File: config.mk
export PLATFORM = sky130hd
export DESIGN_NAME = gf180_ram_arbiter
export DESIGN_NICKNAME = d
export VERILOG_FILES = /design/src/rtl/gf180_ram_pkg.sv /design/src/rtl/gf180_ram_arbiter_rr_arb2.sv /design/src/rtl/gf180_ram_arbiter.sv
export SDC_FILE = /design/constraint.sdc
export NUM_CORES = 1
export LEC_CHECK = 0
export BUFFER_PORTS_ARGS = -buffer_cell sky130_fd_sc_hd__buf_2
export CAP_MARGIN = 10
export CELL_PAD_IN_SITES_DETAIL_PLACEMENT = 1
export CELL_PAD_IN_SITES_GLOBAL_PLACEMENT = 2
export CORE_MARGIN = 1
export CORE_UTILIZATION = 24
export CTS_BUF_LIST = sky130_fd_sc_hd__clkbuf_16
export DETAILED_ROUTE_END_ITERATION = 12
export PLACE_DENSITY_LB_ADDON = 0.15
export RECOVER_POWER = 25
export SYNTH_ARGS = -nofsm -noshare
export SYNTH_HDL_FRONTEND = slang
export SYNTH_SLANG_ARGS = --single-unit
File: constraint.sdc
create_clock -name clk -period 2.9 [get_ports clk]
set_clock_uncertainty 0.1 [all_clocks]
set_input_delay 0.58 -clock clk [delete_from_list [all_inputs] [get_ports clk]]
set_output_delay 0.58 -clock clk [all_outputs]
set_load 0.005 [all_outputs]
File: src/rtl/gf180_ram_pkg.sv
// Shared types and constants for the gf180 RAM arbiter slice.
package gf180_ram_pkg;

    localparam int AW_DEF = 9;
    localparam int DW_DEF = 8;

    typedef enum logic {
        ST_INIT = 1'b0,
        ST_RUN  = 1'b1
    } state_e;

    // Wide enough for any data width; users slice [DW-1:0].
    localparam logic [63:0] WEN_ALL_OFF = '1;

endpackage

File: src/rtl/gf180_ram_arbiter_rr_arb2.sv
// Two-requester round-robin arbiter; on a tie the port that did not win last is granted.
module rr_arb2 (
    input  logic       clk,
    input  logic       rst,
    input  logic       en_i,
    input  logic [1:0] req_i,
    output logic [1:0] gnt_o
);

    logic last_q;
    logic last_d;

    always_comb begin
        gnt_o = 2'b00;
        if (en_i) begin
            if (req_i == 2'b11) begin
                gnt_o = last_q ? 2'b01 : 2'b10;
            end else begin
                gnt_o = req_i;
            end
        end
    end

    always_comb begin
        last_d = last_q;
        if (gnt_o[0]) begin
            last_d = 1'b0;
        end else if (gnt_o[1]) begin
            last_d = 1'b1;
        end
    end

    // Reset to 1 so that port 0 wins the first tie.
    always_ff @(posedge clk or posedge rst) begin
        if (rst) begin
            last_q <= 1'b1;
        end else begin
            last_q <= last_d;
        end
    end

endmodule

File: src/rtl/gf180_ram_arbiter.sv
// Shares one single-port 512x8 macro between two requesters: optional clear pass after
// reset, then round-robin access with 1-cycle read return and per-port held read data.
module gf180_ram_arbiter
    import gf180_ram_pkg::*;
#(
    parameter int            AW             = AW_DEF,
    parameter int            DW             = DW_DEF,
    parameter bit            CLEAR_ON_RESET = 1'b1,
    parameter logic [DW-1:0] CLEAR_VALUE    = '0
) (
    input  logic          clk,
    input  logic          rst,
    input  logic          p0_req,
    input  logic          p0_we,
    input  logic [AW-1:0] p0_addr,
    input  logic [DW-1:0] p0_wdata,
    output logic          p0_gnt,
    output logic          p0_rvalid,
    output logic [DW-1:0] p0_rdata,
    input  logic          p1_req,
    input  logic          p1_we,
    input  logic [AW-1:0] p1_addr,
    input  logic [DW-1:0] p1_wdata,
    output logic          p1_gnt,
    output logic          p1_rvalid,
    output logic [DW-1:0] p1_rdata,
    output logic          init_done,
    output logic          ram_cen_n,
    output logic          ram_gwen_n,
    output logic [DW-1:0] ram_wen_n,
    output logic [AW-1:0] ram_a,
    output logic [DW-1:0] ram_d,
    input  logic [DW-1:0] ram_q
);

    localparam state_e        RST_STATE = CLEAR_ON_RESET ? ST_INIT : ST_RUN;
    localparam logic [AW-1:0] CLR_LAST  = '1;
    localparam logic [DW-1:0] WEN_OFF   = WEN_ALL_OFF[DW-1:0];

    state_e        state_q, state_d;
    logic [AW-1:0] clr_cnt_q, clr_cnt_d;
    logic          init_done_q, init_done_d;
    logic [1:0]    rd_pend_q, rd_pend_d;
    logic [DW-1:0] hold0_q, hold0_d;
    logic [DW-1:0] hold1_q, hold1_d;
    logic [1:0]    gnt;
    logic          run_en;

    // Gating with rst keeps grants off while reset is asserted.
    assign run_en = (state_q == ST_RUN) && !rst;

    rr_arb2 u_arb (
        .clk   (clk),
        .rst   (rst),
        .en_i  (run_en),
        .req_i ({p1_req, p0_req}),
        .gnt_o (gnt)
    );

    always_ff @(posedge clk or posedge rst) begin
        if (rst) begin
            state_q     <= RST_STATE;
            clr_cnt_q   <= '0;
            init_done_q <= !CLEAR_ON_RESET;
            rd_pend_q   <= 2'b00;
            hold0_q     <= '0;
            hold1_q     <= '0;
        end else begin
            state_q     <= state_d;
            clr_cnt_q   <= clr_cnt_d;
            init_done_q <= init_done_d;
            rd_pend_q   <= rd_pend_d;
            hold0_q     <= hold0_d;
            hold1_q     <= hold1_d;
        end
    end

    always_comb begin
        state_d     = state_q;
        clr_cnt_d   = clr_cnt_q;
        init_done_d = init_done_q;
        if (state_q == ST_INIT) begin
            if (clr_cnt_q == CLR_LAST) begin
                state_d     = ST_RUN;
                init_done_d = 1'b1;
            end else begin
                clr_cnt_d = clr_cnt_q + 1'b1;
            end
        end
        rd_pend_d = {gnt[1] & ~p1_we, gnt[0] & ~p0_we};
        hold0_d   = rd_pend_q[0] ? ram_q : hold0_q;
        hold1_d   = rd_pend_q[1] ? ram_q : hold1_q;
    end

    always_comb begin
        ram_cen_n  = 1'b1;
        ram_gwen_n = 1'b1;
        ram_wen_n  = WEN_OFF;
        ram_a      = '0;
        ram_d      = '0;
        if (!rst && state_q == ST_INIT) begin
            ram_cen_n  = 1'b0;
            ram_gwen_n = 1'b0;
            ram_wen_n  = '0;
            ram_a      = clr_cnt_q;
            ram_d      = CLEAR_VALUE;
        end else if (gnt[0]) begin
            ram_cen_n  = 1'b0;
            ram_gwen_n = !p0_we;
            ram_wen_n  = p0_we ? '0 : WEN_OFF;
            ram_a      = p0_addr;
            ram_d      = p0_wdata;
        end else if (gnt[1]) begin
            ram_cen_n  = 1'b0;
            ram_gwen_n = !p1_we;
            ram_wen_n  = p1_we ? '0 : WEN_OFF;
            ram_a      = p1_addr;
            ram_d      = p1_wdata;
        end
    end

    // Macro Q is only meaningful in the cycle after a read grant; otherwise serve the hold.
    assign p0_gnt    = gnt[0];
    assign p1_gnt    = gnt[1];
    assign p0_rvalid = rd_pend_q[0];
    assign p1_rvalid = rd_pend_q[1];
    assign p0_rdata  = rd_pend_q[0] ? ram_q : hold0_q;
    assign p1_rdata  = rd_pend_q[1] ? ram_q : hold1_q;
    assign init_done = init_done_q;

endmodule
# [Yosys cells after proc, flatten, opt, wreduce, memory -nomap -nowiden]
# Index checks and enable logic that the tools add are counted.
[op_classes] add_sub_neg=1 n_eq_ne=2 n_mux=26 bitwise_logic=6 n_reduce_logical=8
[ops] cell="2-to-1 mux 8 bit" count=10
[ops] cell="2-to-1 mux 9 bit" count=3
[ops] cell="2-to-1 mux 1 bit" count=10
[ops] cell="adder 9 x 1 -> 9 bit, second input constant" count=1
[ops] cell="== test 9 bit, second input constant" count=1
[ops] cell="2-to-1 mux 2 bit" count=3
[ops] cell="NOT 1 bit" count=4
[ops] cell="AND reduction 2 bit" count=2
[ops] cell="logical NOT 1 bit" count=3
[ops] cell="bitwise AND 1 bit" count=2
[ops] cell="== test 2 bit, second input constant" count=1
[ops] cell="logical AND 1 bit" count=2
[ops] cell="nonzero test 2 bit" count=1
[word_totals] reg_bits=30 elab_cells=50

# [Logic depth before layout (Yosys ltp)]
# Gate-level depths: netlist of run 1.
[depth] depth_word=6 mapped_depth=6 mapped_depth_nobuf=6

# [Cells and area by module]
# A second synthesis of run 1 with hierarchy kept.
[hier_totals] hier_cells=148 area_unflattened_um2=1582.8
[by_module_without_submodules] mod="gf180_ram_arbiter" instances=1 cells_each=139 area_per_inst_um2=1516.5
[by_module_without_submodules] mod="rr_arb2" instances=1 cells_each=9 area_per_inst_um2=66.3

# [Worst setup path after synthesis of run 1]
# Ideal clock, no wire load.
[synth_path] path_kind="input to output" from="in rst" to="out ram_wen_n[0]" arrival_time_ns=1.802 t_required_ns=2.220 path_slack_ns=0.418 path_stages=4 n_path_buf=1 path_cell_list="inv_1 nand2_1 a31o_1 buf_4"
[synth_via] elab_chain_len=6
[synth_rtl] element="start, declared" line_no="gf180_ram_arbiter.sv:12" text="input logic rst,"
[synth_rtl] element="logical NOT 1 bit (no source line) (*)"
[synth_rtl] element="logical AND 1 bit" line_no="gf180_ram_arbiter.sv:50" text="assign run_en = (state_q == ST_RUN) && !rst;"
[synth_rtl] element="2-to-1 mux 2 bit" line_no="gf180_ram_arbiter_rr_arb2.sv:15" text="if (en_i) begin"
[synth_rtl] element="2-to-1 mux 8 bit" line_no="gf180_ram_arbiter.sv:113" text="end else if (gnt[1]) begin"
[synth_rtl] element="2-to-1 mux 8 bit" line_no="gf180_ram_arbiter.sv:107" text="end else if (gnt[0]) begin"
[synth_rtl] element="2-to-1 mux 8 bit (*)" line_no="gf180_ram_arbiter.sv:101" text="if (!rst && state_q == ST_INIT) begin"
[synth_rtl] element="end, declared" line_no="gf180_ram_arbiter.sv:30" text="output logic [DW-1:0] ram_wen_n,"
# Every way passes the cells marked *; elsewhere a longest branch is shown, timed or not.

# [Final worst setup path of run 1]
[layout_path] from="in rst" to="out ram_d[3]"
[layout_via] elab_chain_len=6
[layout_rtl] element="logical NOT 1 bit (no source line) (*)"
[layout_rtl] element="logical AND 1 bit" line_no="gf180_ram_arbiter.sv:50"
[layout_rtl] element="2-to-1 mux 2 bit" line_no="gf180_ram_arbiter_rr_arb2.sv:15"
[layout_rtl] element="2-to-1 mux 8 bit" line_no="gf180_ram_arbiter.sv:113"
[layout_rtl] element="2-to-1 mux 8 bit" line_no="gf180_ram_arbiter.sv:107"
[layout_rtl] element="2-to-1 mux 8 bit (*)" line_no="gf180_ram_arbiter.sv:101"
[layout_rtl] element="end, declared" line_no="gf180_ram_arbiter.sv:32" text="output logic [DW-1:0] ram_d,"
# Marked as above.

==> out/metrics.cfg, run 1 <==
[outcome]
outcome = finished, violations left
violations = capacitance limit, slew limit

[cts]
cts.sinks = 30
post-cts-setup-buffers = 0
ctsHoldBuffers = 0
clk_latency_ns = 0.27
root_buffer = clkbuf_16
cts_buffer_depth = 2
numCtsBuffers = 5
clk_pin_slew_worst_paths_ns = 0.05
cts_tree = yes
cts_resized = 0
cts_max_level = 2

[placement]
place.gp.congestion = 0.800
dp_hpwl_mm = 3.45
dpl.cell_count = 285
dpl_cell_area_um2 = 2030
io_buffer_count = 95

[synth]
yosysUniqueCellTypes = 32
synth_nets = 177
syn-instance-count = 127
synth.avg_cell_area_um2 = 12.2
ys_ff_latch = 30
yosysWarnings = 0
synth_edf_count = 0
synth_flop_cell = dfrtp_1
syn_area_um2 = 1550
async_flop_share = 1.00
ys_seq_area_frac = 0.485

[sta]
grt_setup_unrepaired = false
hold_violations = 0
setup_viol = 0
worst_pin_slew_ns = 1.58
finalCriticalPeriod_ns = 2.56
fin_setup_tns_ns = 0
slew_viol_final = 31
maxSlewHeadroom = -0.0500
timing.fmax_ghz = 0.391
post-route-period-util = 0.882

[setup_path]
path_max_fanout = 12
rrSetupSlack_ns = 0.84
r2r_cells = 5
crit_path_max_incr_delay_ns = 0.44
crit_arrival_ns = 1.88
crit_slowest_cell = and3b_1
cp-start-kind = input pin
crit_type = input pin to output port
reg2reg_from = clr_cnt_q[4]$_DFFE_PP0P_
cp.required_ns = 2.22
rr_endpoint = clr_cnt_q[1]$_DFFE_PP0P_
cp_cell_sequence = clkbuf_1, and3b_1, and2_1, a22o_1, buf_2
end_kind = output port

[floorplanning]
die_y_um = 82.3
die_x_um = 82.3
io_pins = 96
die-area_um2 = 6780
start_util = 0.256
rows = 28
core_area_um2 = 6060

[hold_path]
worstHoldStart = init_done$_DFFE_PP0P_
hold_end = init_done$_DFFE_PP0P_
min_path_type = register to register
min_path_cells = 1

[layout]
final_area_um2 = 2160
nFillCells = 704
areaGrowthSynthToFinish_pct = 39.6
fin_cells = 292
antenna_cells = 0
drive_gt1_frac = 0.567
final_nets = 267

[route]
dr.pass1.iters = 4
vias = 1369
ant_nets = 0
post_drt_wl_per_cell_um = 14.8
drc = 0
vias_per_cell = 4.69
dr.first_iter.drc_count = 39
wl_mm = 4.34

[job]
cap_violations = 1

[grt]
grt_usage = 0.139
antenna_found_initial = 0
grt_pass1_wl_mm = 6.95
grt_max_degree = 31
grt-ovfl-total = 0
grt_pass1_vias = 1415

[power]
pwr_density_cell_nw_per_um2 = 439
ir_worst_vdd_mv = 0.273
leakagePower_nw = 1.25

[worst max-delay path by stage]
stage / from / endpoint / slack, ns / depth (start not counted)
finish: rst / ram_d[3] / 0.34 / 5
global route: state_q$_DFF_PP0_ / ram_d[0] / 0.24 / 4
CTS: state_q$_DFF_PP0_ / ram_d[3] / 0.35 / 4
detailed placement: rst / ram_d[0] / 0.35 / 5
global placement: rst / ram_d[0] / 0.45 / 5
floorplan: rst / ram_wen_n[0] / 0.42 / 4
[layout make-up]
type / instances / area (µm²) / share of cell area
repair buffers: 97 / 485 / 0.225
well taps: 75 / 93.8 / 0.0434
multi-input cells: 79 / 681 / 0.315
inverters: 4 / 15.0 / 0.00694
clock inverters: 2 / 10.0 / 0.00463
flip-flops and latches: 30 / 752 / 0.348
clock buffers: 5 / 125 / 0.0579
[stage by stage]
step / utilization / power (mW) / hold WS [ns] / setup slack [ns]
5_1_grt: 0.357 / 0.999 / 0.389 / 0.240
3_3_place_gp: 0.335 / 0.489 / 0.360 / 0.452
6_report: 0.357 / 0.949 / 0.357 / 0.343
3_5_place_dp: 0.335 / 0.491 / 0.354 / 0.355
4_1_cts: 0.358 / 0.968 / 0.357 / 0.347
2_1_floorplan: - / 0.450 / 0.351 / 0.418
[Yosys cell counts, types with 3 or more instances]
cell      count  share of area
dfrtp_1      29           0.47
mux2_2       16           0.12
and3_1       10          0.040
a221o_1       9          0.058
buf_4         9          0.044
a22o_1        8          0.045
xnor2_1       6          0.034
nand3_1       4          0.013
clkbuf_1      3         0.0073
inv_1         3         0.0073
nand2_1       3         0.0073
[flip-flops by register name, summed over array words and instances (netlist names)]
name / cells
hold0_q: 8
u_arb.last_q: 1
clr_cnt_q: 9
rd_pend_q: 2
state_q: 1
hold1_q: 8
init_done: 1
[cells in the final DEF, fill, tap and decap left out]
cell,count
mux2_2,16
inv_2,1
nand2b_1,1
a22o_1,8
buf_4,1
nor2b_1,1
a221o_1,9
and2b_1,1
and3b_1,1
dfrtp_1,29
clkbuf_16,5
nand3_2,1
buf_2,94
and4_1,2
a31o_1,1
nor2_2,1
nor3_2,1
and4b_1,1
and2_1,2
and3_1,10
inv_1,3
nor2_1,1
dfstp_2,1
clkbuf_1,2
mux2_1,2
nand2_1,3
ha_1,2
nand3_1,4
a21o_1,1
xnor2_1,6
nand4_1,2
xor2_1,1
o32a_1,1
clkinv_2,2
[where the power goes]
part           switching (mW)  total [mW]  internal (mW)
logic                  0.0294      0.0622         0.0327
registers                   0       0.420          0.420
clock network           0.160       0.467          0.308
[routing by layer]
layer  part of all wire  wire length, µm  global-route usage
met5                  0                0                   0
met4             0.0097               42              0.0474
met3              0.098              423              0.0429
met2               0.44             1920               0.221
met1               0.45             1950               0.179
[critical path, delay by kind of cell]
family / cells / cell delay (ns)
simple gates: 2 / 0.87
compound gates: 1 / 0.20
buf+inv: 2 / 0.23
[kinds of logic after synthesis]
logic type	Yosys count	share of synthesized area
adders and majority gates	2	0.0162
AOI/OAI and AO/OA	20	0.120
muxes	18	0.131
xor gates and xnor gates	7	0.0396
buffers and inverters	18	0.0751
and+or+nand+nor	32	0.132
DFF	30	0.485
Power figures use the tool's default switching activity.
==> run 2: changes to the inputs <==
--- a/config.mk
+++ b/config.mk
@@ -13,7 +13,7 @@
 export CORE_UTILIZATION = 24
 export CTS_BUF_LIST = sky130_fd_sc_hd__clkbuf_16
 export DETAILED_ROUTE_END_ITERATION = 12
-export PLACE_DENSITY_LB_ADDON = 0.15
+export PLACE_DENSITY = 0.88
 export RECOVER_POWER = 25
 export SYNTH_ARGS = -nofsm -noshare
 export SYNTH_HDL_FRONTEND = slang
==> run 2 against run 1 <==
Net effect:
- the flow still finishes with violations (capacitance limit, slew limit)
- wire length shrank 9.1%
- fmax increased by 0.29%
- cell area is 0.29% higher
- power increased by 1.8%
- die area unchanged
- sequential power hardly changed
==> out/metrics.cfg, run 2 (synthesis gave the netlist of run 1 again) <==
[floorplanning]
io_pins = 96  ; unchanged
core_area_um2 = 6060  ; unchanged
die_y_um = 82.3  ; unchanged
die-area_um2 = 6780  ; unchanged
rows = 28  ; unchanged
die_x_um = 82.3  ; unchanged
start_util = 0.256  ; unchanged

[cts]
post-cts-setup-buffers = 0  ; unchanged
ctsHoldBuffers = 0  ; unchanged
cts_max_level = 2  ; unchanged
cts_tree = yes
cts_buffer_depth = 2  ; unchanged
clk_pin_slew_worst_paths_ns = 0.05  ; about the same
cts_resized = 0  ; unchanged
root_buffer = clkbuf_16
cts.sinks = 30  ; unchanged
clk_latency_ns = 0.27  ; about the same
numCtsBuffers = 5  ; unchanged

[placement]
io_buffer_count = 95  ; unchanged
dp_hpwl_mm = 3.14  ; -9.1%
dpl_cell_area_um2 = 2030  ; unchanged
place.gp.congestion = 0.726  ; -9.2%

[route]
wl_met1_mm = 1.71  ; -12%
vias_per_cell = 4.67  ; -0.49%
drc = 0  ; unchanged
met3_length_um = 310  ; -27%
ant_nets = 0  ; unchanged
post_drt_wl_per_cell_um = 13.5  ; -9.4%
dr.pass1.iters = 3  ; -1
wl_mm = 3.94  ; -9.1%
top_layer = met3
vias = 1367  ; -0.15%
dr.first_iter.drc_count = 29  ; -26%
dr_wl_met2_mm = 1.93  ; +0.16%

[outcome]
outcome = finished, violations left
violations = capacitance limit, slew limit

[sta]
post-route-period-util = 0.879  ; -0.00256
maxSlewHeadroom = -0.0969  ; -0.0468
setup_viol = 0  ; unchanged
slew_viol_final = 31  ; unchanged
hold_violations = 0  ; unchanged
grt_setup_unrepaired = false
worst_pin_slew_ns = 1.65  ; +0.0703 ns
timing.fmax_ghz = 0.392  ; +0.29%
finalCriticalPeriod_ns = 2.55  ; -0.00742 ns
fin_setup_tns_ns = 0  ; unchanged

[setup_path]
cp.required_ns = 2.22  ; about the same
cp_cell_sequence = clkbuf_1, and3b_1, and2_1, a22o_1, buf_2
crit_type = input pin to output port
crit_path_max_incr_delay_ns = 0.47  ; +0.03 ns
end_kind = output port
crit_slowest_cell = and3b_1
path_max_fanout = 12  ; unchanged
crit_arrival_ns = 1.87  ; about the same
cp-start-kind = input pin

[layout]
final_nets = 267  ; unchanged
layout_commonest_cell = buf_2
areaGrowthSynthToFinish_pct = 40.0
reg.largest.list = clr_cnt_q: 9 flops, hold0_q: 8 flops, hold1_q: 8 flops
regMostFlops = clr_cnt_q
final_area_um2 = 2170  ; +0.29%
antenna_cells = 0  ; unchanged
final_core_util = 0.358  ; +0.00103
nFillCells = 730  ; +3.7%
final_cell_mix = buf_2, dfrtp_1, mux2_2
drive_gt1_frac = 0.564  ; -0.00260
largest_register_ffs = 9  ; unchanged

[grt]
antenna_found_initial = 0  ; unchanged
grt_usage = 0.119  ; -0.0208
grt-ovfl-total = 0  ; unchanged
grt_pass1_vias = 1261  ; -11%
grt_max_degree = 31  ; unchanged
grt_pass1_wl_mm = 6.11  ; -12%

[job]
cap_violations = 1  ; unchanged

[power]
pwr_density_cell_nw_per_um2 = 446  ; +1.5%
leakagePower_nw = 1.25  ; -0.18%
finalPower_uw = 966  ; +1.8%
ir_worst_vdd_mv = 0.180  ; -34%

[hold_path]
min_path_type = register to register

-- run 2: cell types whose count changed in the layout (fill, tap and decap cells not counted) --
cell / delta
clkinvlp_4: +1
clkinv_2: -1
clkinv_1: +1
-- run 2: where the power goes --
part / leakage (nW) / switching, mW / internal (mW)
Sequential: 0.401 / 0 / 0.419
Clock: 0.0672 / 0.174 / 0.312
Combinational: 0.777 / 0.0282 / 0.0326
-- run 2: area by class of cell --
type                            instances  area, µm²  area share
Inverter                                4       15.0     0.00692
Clock buffer                            5        125      0.0577
Clock inverter                          3       16.3     0.00750
Tap cell                               75       93.8      0.0433
Sequential cell                        30        752       0.347
Multi-Input combinational cell         79        681       0.314
Timing Repair Buffer                   97        485       0.224
-- run 2: per-layer routing --
| layer | track usage | up-vias |
|---|---|---|
| met5 | 0 | - |
| met4 | 0.0263 | 0 |
| met3 | 0.0374 | 0 |
| met2 | 0.191 | 53 |
| met1 | 0.154 | 670 |
| li1 | - | 644 |
-- run 2: worst paths after layout --
kind,from,endpoint,slack [ns],cells past startpoint
max,rst,ram_d[6],0.35,5
min,init_done$_DFFE_PP0P_,init_done$_DFFE_PP0P_,0.38,1
max reg2reg,clr_cnt_q[3]$_DFFE_PP0P_,clr_cnt_q[1]$_DFFE_PP0P_,0.90,5
min reg2reg,init_done$_DFFE_PP0P_,init_done$_DFFE_PP0P_,0.38,1
max in group asynchronous,rst,hold0_q[5]$_DFF_PP0_,0.88,3
min in group asynchronous,rst,clr_cnt_q[7]$_DFFE_PP0P_,0.87,3
-- run 2: critical path: cells and delay by family --
kind                   cells  cell delay, ns
buffers and inverters      2            0.24
AO/OA/AOI/OAI              1            0.18
AND/OR/NAND/NOR            2            0.88
-- run 2: metrics by stage --
stage / instances / setup slack, ns / hold WS (ns)
after floorplan: 127 / 0.418 / 0.351
after global placement: 285 / 0.384 / 0.376
after detailed placement: 285 / 0.363 / 0.379
after CTS: 293 / 0.352 / 0.361
after global routing: 293 / 0.205 / 0.386
final: 293 / 0.351 / 0.380
